**config.mk**
```make
export PLATFORM = sky130hd
export DESIGN_NAME = param_arbiter
export DESIGN_NICKNAME = d
export VERILOG_FILES = /design/src/rtl/param_arbiter.sv
export SDC_FILE = /design/constraint.sdc
export NUM_CORES = 1
export LEC_CHECK = 0
export BUFFER_PORTS_ARGS = -buffer_cell sky130_fd_sc_hd__buf_4
export CORE_AREA = 2 2 39 41
export DETAILED_ROUTE_END_ITERATION = 7
export DIE_AREA = 0 0 41 43
export GPL_TIMING_DRIVEN = 0
export PLACE_DENSITY = 0.54
export SYNTH_ARGS = -nofsm -noshare
export SYNTH_HDL_FRONTEND = slang
export SYNTH_SLANG_ARGS = --single-unit
```
**constraint.sdc**
```tcl
create_clock -name clk -period 1.4 [get_ports clk]
set_clock_uncertainty 0.2 [all_clocks]
set_input_delay 0.28 -clock clk [delete_from_list [all_inputs] [get_ports clk]]
set_output_delay 0.28 -clock clk [all_outputs]
set_load 0.05 [all_outputs]
```
**src/rtl/param_arbiter.sv**
```systemverilog
// -----------------------------------------------------------------------------
// param_arbiter
//
// Parametrised N-way request arbiter that sits in front of a shared resource.
// Every output is registered, so req has no combinational path to the outputs.
// The grant is either one-hot or all zero.
//
// Policies:
//   MODE 0 : fixed priority. The highest set index wins.
//   MODE 1 : round-robin. The search starts at ptr and wraps modulo N.
//
// Locking:
//   A holder keeps the grant for as long as its req stays high. When
//   MAX_HOLD != 0, the holder loses the grant after MAX_HOLD consecutive
//   cycles if any other requester is waiting. A sole requester keeps the
//   grant, and its hold count restarts at 1.
//
// Parameters:
//   N        : number of requesters, 2..32
//   MODE     : 0 = fixed priority, 1 = round-robin
//   MAX_HOLD : maximum consecutive contested grant cycles, 0 = unlimited
//
// Ports:
//   clk         : clock. All state changes on the rising edge.
//   rst         : asynchronous, active-high reset
//   req         : level-sensitive request vector, one bit per requester
//   grant       : registered one-hot grant, or all zero
//   grant_valid : registered OR of grant
//   grant_idx   : registered binary index of the granted bit, 0 when idle
// -----------------------------------------------------------------------------
module param_arbiter #(
   parameter int N        = 4,
   parameter int MODE     = 0,
   parameter int MAX_HOLD = 0
) (
   input  logic                 clk,
   input  logic                 rst,
   input  logic [N-1:0]         req,
   output logic [N-1:0]         grant,
   output logic                 grant_valid,
   output logic [$clog2(N)-1:0] grant_idx
);

   localparam int IW = $clog2(N);
   // hold_cnt only needs to reach MAX_HOLD.
   // With an unlimited hold, a single saturating bit is enough.
   localparam int HW = (MAX_HOLD > 0) ? $clog2(MAX_HOLD + 1) : 1;

   // The two states are decoded from grant_valid. They are not stored separately.
   typedef enum logic {
      ST_IDLE    = 1'b0,
      ST_GRANTED = 1'b1
   } state_t;

   // Fixed priority pick. The result is {found, index}.
   // A later (higher) index overwrites an earlier one, so the highest set bit wins.
   function automatic logic [IW:0] f_pick_fixed(input logic [N-1:0] i_r);
      logic [IW:0] res;
      res = '0;
      for (int i = 0; i < N; i++) begin
         if (i_r[i]) res = {1'b1, IW'(i)};
      end
      return res;
   endfunction

   // Round-robin pick. The result is {found, index}.
   // The loop walks the search order backwards, so the last assignment is the
   // first set bit at or after i_start, wrapping modulo N.
   function automatic logic [IW:0] f_pick_rr(input logic [N-1:0]  i_r,
                                             input logic [IW-1:0] i_start);
      logic [IW:0] res;
      int          idx;
      res = '0;
      for (int k = N - 1; k >= 0; k--) begin
         idx = int'(i_start) + k;
         if (idx >= N) idx = idx - N;
         if (i_r[idx]) res = {1'b1, IW'(idx)};
      end
      return res;
   endfunction

   // Registered state
   logic [N-1:0]  r_grant;
   logic          r_grant_valid;
   logic [IW-1:0] r_grant_idx;
   logic [IW-1:0] r_ptr;
   logic [HW-1:0] r_hold_cnt;

   // Next-state logic
   state_t        w_state;
   logic [N-1:0]  w_holder_oh;
   logic          w_holder_req;
   logic          w_at_limit;
   logic          w_others_req;
   logic          w_keep;
   logic [N-1:0]  w_arb_req;
   logic [IW:0]   w_pick;
   logic [N-1:0]  w_grant_nxt;
   logic          w_valid_nxt;
   logic [IW-1:0] w_idx_nxt;
   logic [IW-1:0] w_ptr_nxt;
   logic [HW-1:0] w_hold_nxt;

   // NOTE: every signal gets a default at the top of the block. This way no
   // path through the ifs leaves a value unassigned, and no latch is inferred.
   always_comb begin
      w_state      = r_grant_valid ? ST_GRANTED : ST_IDLE;
      w_holder_oh  = N'(1) << r_grant_idx;
      w_holder_req = |(req & w_holder_oh);
      w_others_req = |(req & ~w_holder_oh);
      w_at_limit   = (MAX_HOLD != 0) && (r_hold_cnt == HW'(MAX_HOLD));
      w_keep       = (w_state == ST_GRANTED) && w_holder_req && !w_at_limit;

      // Expire case: the holder has reached MAX_HOLD.
      // If someone else is waiting, the holder is masked out.
      // If nobody else is waiting, the holder competes normally and wins again.
      // On release, the holder's req bit is already 0, so no mask is needed.
      w_arb_req = req;
      if ((w_state == ST_GRANTED) && w_holder_req && w_at_limit && w_others_req)
         w_arb_req = req & ~w_holder_oh;

      w_pick = (MODE == 1) ? f_pick_rr(w_arb_req, r_ptr) : f_pick_fixed(w_arb_req);

      w_grant_nxt = '0;
      w_valid_nxt = 1'b0;
      w_idx_nxt   = '0;
      w_hold_nxt  = '0;
      w_ptr_nxt   = r_ptr;

      if (w_keep) begin
         w_grant_nxt = r_grant;
         w_valid_nxt = 1'b1;
         w_idx_nxt   = r_grant_idx;
         // The count saturates. This only matters for an unlimited hold.
         // A bounded hold never counts past MAX_HOLD.
         w_hold_nxt  = (r_hold_cnt == '1) ? r_hold_cnt : r_hold_cnt + 1'b1;
      end else if (w_pick[IW]) begin
         w_grant_nxt = N'(1) << w_pick[IW-1:0];
         w_valid_nxt = 1'b1;
         w_idx_nxt   = w_pick[IW-1:0];
         w_hold_nxt  = HW'(1);
         // The next search starts just after the winner.
         // Written out explicitly so that non-power-of-two N wraps correctly.
         if (MODE == 1)
            w_ptr_nxt = (w_pick[IW-1:0] == IW'(N - 1)) ? '0 : w_pick[IW-1:0] + 1'b1;
      end
   end

   // NOTE: sequential state uses non-blocking assignments. Every flop then
   // samples the pre-edge values, regardless of statement order.
   always_ff @(posedge clk or posedge rst) begin
      if (rst) begin
         r_grant       <= '0;
         r_grant_valid <= 1'b0;
         r_grant_idx   <= '0;
         r_ptr         <= '0;
         r_hold_cnt    <= '0;
      end else begin
         r_grant       <= w_grant_nxt;
         r_grant_valid <= w_valid_nxt;
         r_grant_idx   <= w_idx_nxt;
         r_ptr         <= w_ptr_nxt;
         r_hold_cnt    <= w_hold_nxt;
      end
   end

   assign grant       = r_grant;
   assign grant_valid = r_grant_valid;
   assign grant_idx   = r_grant_idx;

endmodule

```
======== Yosys cells after proc, flatten, opt, wreduce, memory -nomap -nowiden ========
Index checks and enable logic that the tools add are counted.
storage, ports and cells
  register bits after elaboration ......... 7
  input port bits ......................... 6
  output and inout bits ................... 7
  logic and storage cells ................. 17
operators by class
  bitwise gates (word level) .............. 1
  reduce and logical (&&, ||, !) cells .... 2
  shift-type cells ........................ 2
  muxes and demuxes ....................... 9
operators with widths
  operator               number
  $mux W3                4
  $shl A1 B2 Y4 const A  2
  $and A4 B4 Y4          1
  $mux W4                1
  $reduce_or A4 Y1       1
  $mux W1                3
  $mux W2                1
  $logic_and A1 B1 Y1    1

======== Depth between registers and ports, before layout ========
  word-level depth ........................ 6
  mapped depth ............................ 3
  gate-level depth less buffers ........... 3

======== Worst setup path after synthesis ========
Ideal clock, no wire load.
  path type ............................... register to register
  start ................................... register r_grant_idx[1] (netlist: grant_idx[1])
  end ..................................... register r_grant[0] (netlist: grant[0])
  arrival time ............................ 1.486 ns
  cell stages (with the launch flop) ...... 4
  clock period less this slack ............ 1.814 ns
  setup time .............................. 0.128 ns
  buffers on the path ..................... 0
  slack ................................... -0.414 ns
  required time ........................... 1.072 ns
  cell sequence ........................... dfrtp_1 > mux2i_1 > o22ai_4 > mux2_1
on the way
  word-level cells in the longest chain between the ends .. 4
RTL lines
  element                   line  RTL
  start: declaration        85    logic [IW-1:0] r_grant_idx;
  start signal: assignment  161   r_grant_idx <= w_idx_nxt;
  $shl A1 B2 Y4             108   w_holder_oh = N'(1) << r_grant_idx;
  $and A4 B4 Y4             109   w_holder_req = |(req & w_holder_oh);
  $reduce_or A4 Y1          109
  $logic_and A1 B1 Y1       n/a
  end signal: assignment    159   r_grant <= w_grant_nxt;
  end: declaration          83    logic [N-1:0] r_grant;
Every way passes these cells.
A chain may end at the register's enable or synchronous reset.

======== Worst setup path in the final report ========
Same ends and word-level chain as after synthesis.

==> results by group <==
Worst hold path
  • Worst hold path type: in2reg

Clock tree
  • Clk root buf: clkbuf_4
  • Inserted Clock Buffers: 3
  • TritonCTS clock tree: yes
  • CTS max path bufs: 2
  • Clk pin slew, worst setup/hold paths: 0.05 ns
  • Clk Latency, worst-skew pair: 0.25 ns
  • H-tree depth: 1
  • Num Clock Sinks: 7

Setup path
  • Crit path launch type: register
  • Crit path kind: reg2reg
  • Crit-path max FO: 5
  • Worst path bufs/invs: 0
  • Worst Path Required: 1.33 ns
  • Worst Setup End Kind: register
  • CP Cell Sequence: mux2i_2, o22ai_4, mux2_4
  • Slowest stage delay, CP: 0.43 ns
  • Slowest-stage cell, CP: dfrtp_2
  • Crit path DAT: between 1 and 1.5 ns
  • CP top delay family: multiplexers

Global route
  • First-pass GRT wire length: 1.14 mm
  • Largest net degree at the start of global routing: 8
  • Number of global-route vias before repair: 260
  • Initial antenna violation count: 0
  • Total global routing overflow: 0
  • GRT Util Overall: 10.3%

Floorplan
  • Initial Utilization: 24.8%
  • I/O pins: 13
  • Die X-Extent: approximately 40 microns
  • Total Die Area: 0.00176 sq mm
  • # rows: 14
  • Core footprint: 0.00138 sq mm
  • Die height: 43 microns

Timing
  • Peak Freq: 664 MHz
  • Slew Viols, Final: 0
  • Final worst setup slack: -0.106 ns
  • Final setup violation count: 6
  • Unrepaired setup endpoints after global routing: true
  • Crit path time final: 1.51 ns
  • Worst rel slew slack: between 80 and 90%
  • Crit share post-route: 108%
  • Slew at the pin closest to its max-slew limit: approximately 0.26 ns
  • Hold Vio Cnt, Final: 0

Synthesis
  • Seq/Total Area, Yosys: 51.1%
  • Syn Nets: 34
  • Mapped Cells: 28
  • Synthesized flop and latch total: 7
  • Netlist area before placement: 343 sq um
  • Synth unique cells: 15
  • Syn Area/Cell: 12.2 sq um
  • Synth warnings: 0

Cells and area
  • NumNets Final: 55
  • Antenna cells: 0
  • Fillers: 139
  • Area occupied by multi-input gates: 171 sq um
  • Final instance area: 534 sq um
  • Post-Route Utilization: between 30% and 40%
  • Register area: 179 sq um
  • Layout area overhead: 55.8%
  • Layout cells sized above 1: between 50% and 60%

Drt
  • Routed len/inst: 10.4 microns
  • DR vias/cell: 4.41
  • Via count: 282
  • Antenna viol nets, final: 0
  • Drt initial violations: 1
  • DRC viols: 0
  • First-pass DRT Iterations: 2
  • DRT Wirelength: around 670 microns

Placement
  • PortBufs: 12
  • Placed cell areas: 464 sq um
  • Post-DP HPWL: ~480 microns
  • RePlAce Congestion: 0.668
  • Dpl ws: -0.150 ns

Pwr
  • Peak VDD IR: between 0.0008 and 0.0009 V
  • Leakage: 0.256 nW
  • Final Total Pwr: about 0.00081 W
  • Cell area power density: 1520 mW/mm^2

Run
  • Max cap viols: 0

Run status
  • Status: complete, but fails checks
  • Violated checks: setup timing
## what timing repair did
item,4_1_cts,5_1_grt
endpoints found under the hold margin,7,0
hold buffers,1,0
setup buffers,3,0
setup endpoints to repair,3,6
gates resized for setup,3,0
pin swaps,1,1
## Yosys cell counts
cell / number / area (sq um)
nand2_1: 2 / 7.51
inv_1: 3 / 11.3
nor2b_1: 1 / 6.26
nand2b_1: 1 / 6.26
dfrtp_1: 7 / 175
o21ai_0: 1 / 5.00
mux2_1: 2 / 22.5
and2b_1: 1 / 7.51
nor2_1: 1 / 3.75
mux2i_1: 4 / 40.0
nor4b_1: 1 / 8.76
or4_1: 1 / 7.51
o22ai_1: 1 / 6.26
o22ai_4: 1 / 20.0
mux2_4: 1 / 15.0
## per-stage QoR
stage	std cells	setup TNS (ns)	hold slack, ns
floorplan	28	-0.763	-0.117
global placement	56	-0.414	0.0366
detailed placement	56	-0.425	0.0368
CTS	64	-0.627	0.0299
global route	64	-0.806	0.0430
finish	64	-0.483	0.0382
## worst paths after layout
check / start / to / slack, ns / cells after the start
max: grant_idx[1] / grant[0] / -0.11 / 3
min: req[0] / grant_valid / 0.04 / 2
max reg2reg: grant_idx[1] / grant[0] / -0.11 / 3
min reg2reg: grant[2] / grant[2] / 0.31 / 1
max in group asynchronous: rst / grant_idx[1] / 0.43 / 3
min in group asynchronous: rst / grant[2] / 0.32 / 3
## where the power goes
part           internal (W)  switching [W]
clock network      0.000109      0.0000748
registers          0.000238      0.0000245
logic              0.000159       0.000205
## metal layers
metal  up-vias  track usage, %  wire length (microns)
met5         -               0                      0
li1        143               -                      -
met1       128            12.1                    290
met2        11            12.8                    321
met3         0            9.42                     56
met4         0            4.00                      0
## final cells by class
class	count	area share (%)
Multi-Input combinational cell	18	32.1
Inverter	3	2.11
Clock buffer	4	4.92
Timing Repair Buffer	16	23.7
Sequential cell	7	33.5
Tap cell	16	3.75
## logic make-up after synthesis
group	count (synthesis)	synth area share, %
AOI/OAI and AO/OA	3	9.12
muxes	7	22.6
buffers and inverters	3	3.28
and+or+nand+nor	8	13.9
DFF	7	51.1
## cells in the final DEF, fill, tap and decap left out
| cell | instances |
|---|---|
| nor2b_1 | 1 |
| or4_1 | 1 |
| buf_6 | 1 |
| mux2i_2 | 2 |
| dfrtp_1 | 4 |
| mux2_4 | 3 |
| mux2i_1 | 2 |
| o22ai_4 | 1 |
| nand2_1 | 2 |
| clkbuf_1 | 1 |
| o22ai_1 | 1 |
| buf_4 | 14 |
| nor2_1 | 1 |
| nand2b_1 | 1 |
| and2b_1 | 1 |
| o21ai_0 | 1 |
| nor4b_1 | 1 |
| dlygate4sd3_1 | 1 |
| inv_1 | 3 |
| clkbuf_4 | 3 |
| dfrtp_2 | 3 |
## worst register-to-register path, cell delays in order, from the launching register on
cell	delay [ns]
dfrtp_2	0.43
mux2i_2	0.18
o22ai_4	0.25
mux2_4	0.33
## registers in the layout, summed over array words and instances (netlist names)
register and count:
grant 4, grant_idx 2, grant_valid 1
Note: power is estimated with default switching activity, not from simulation.
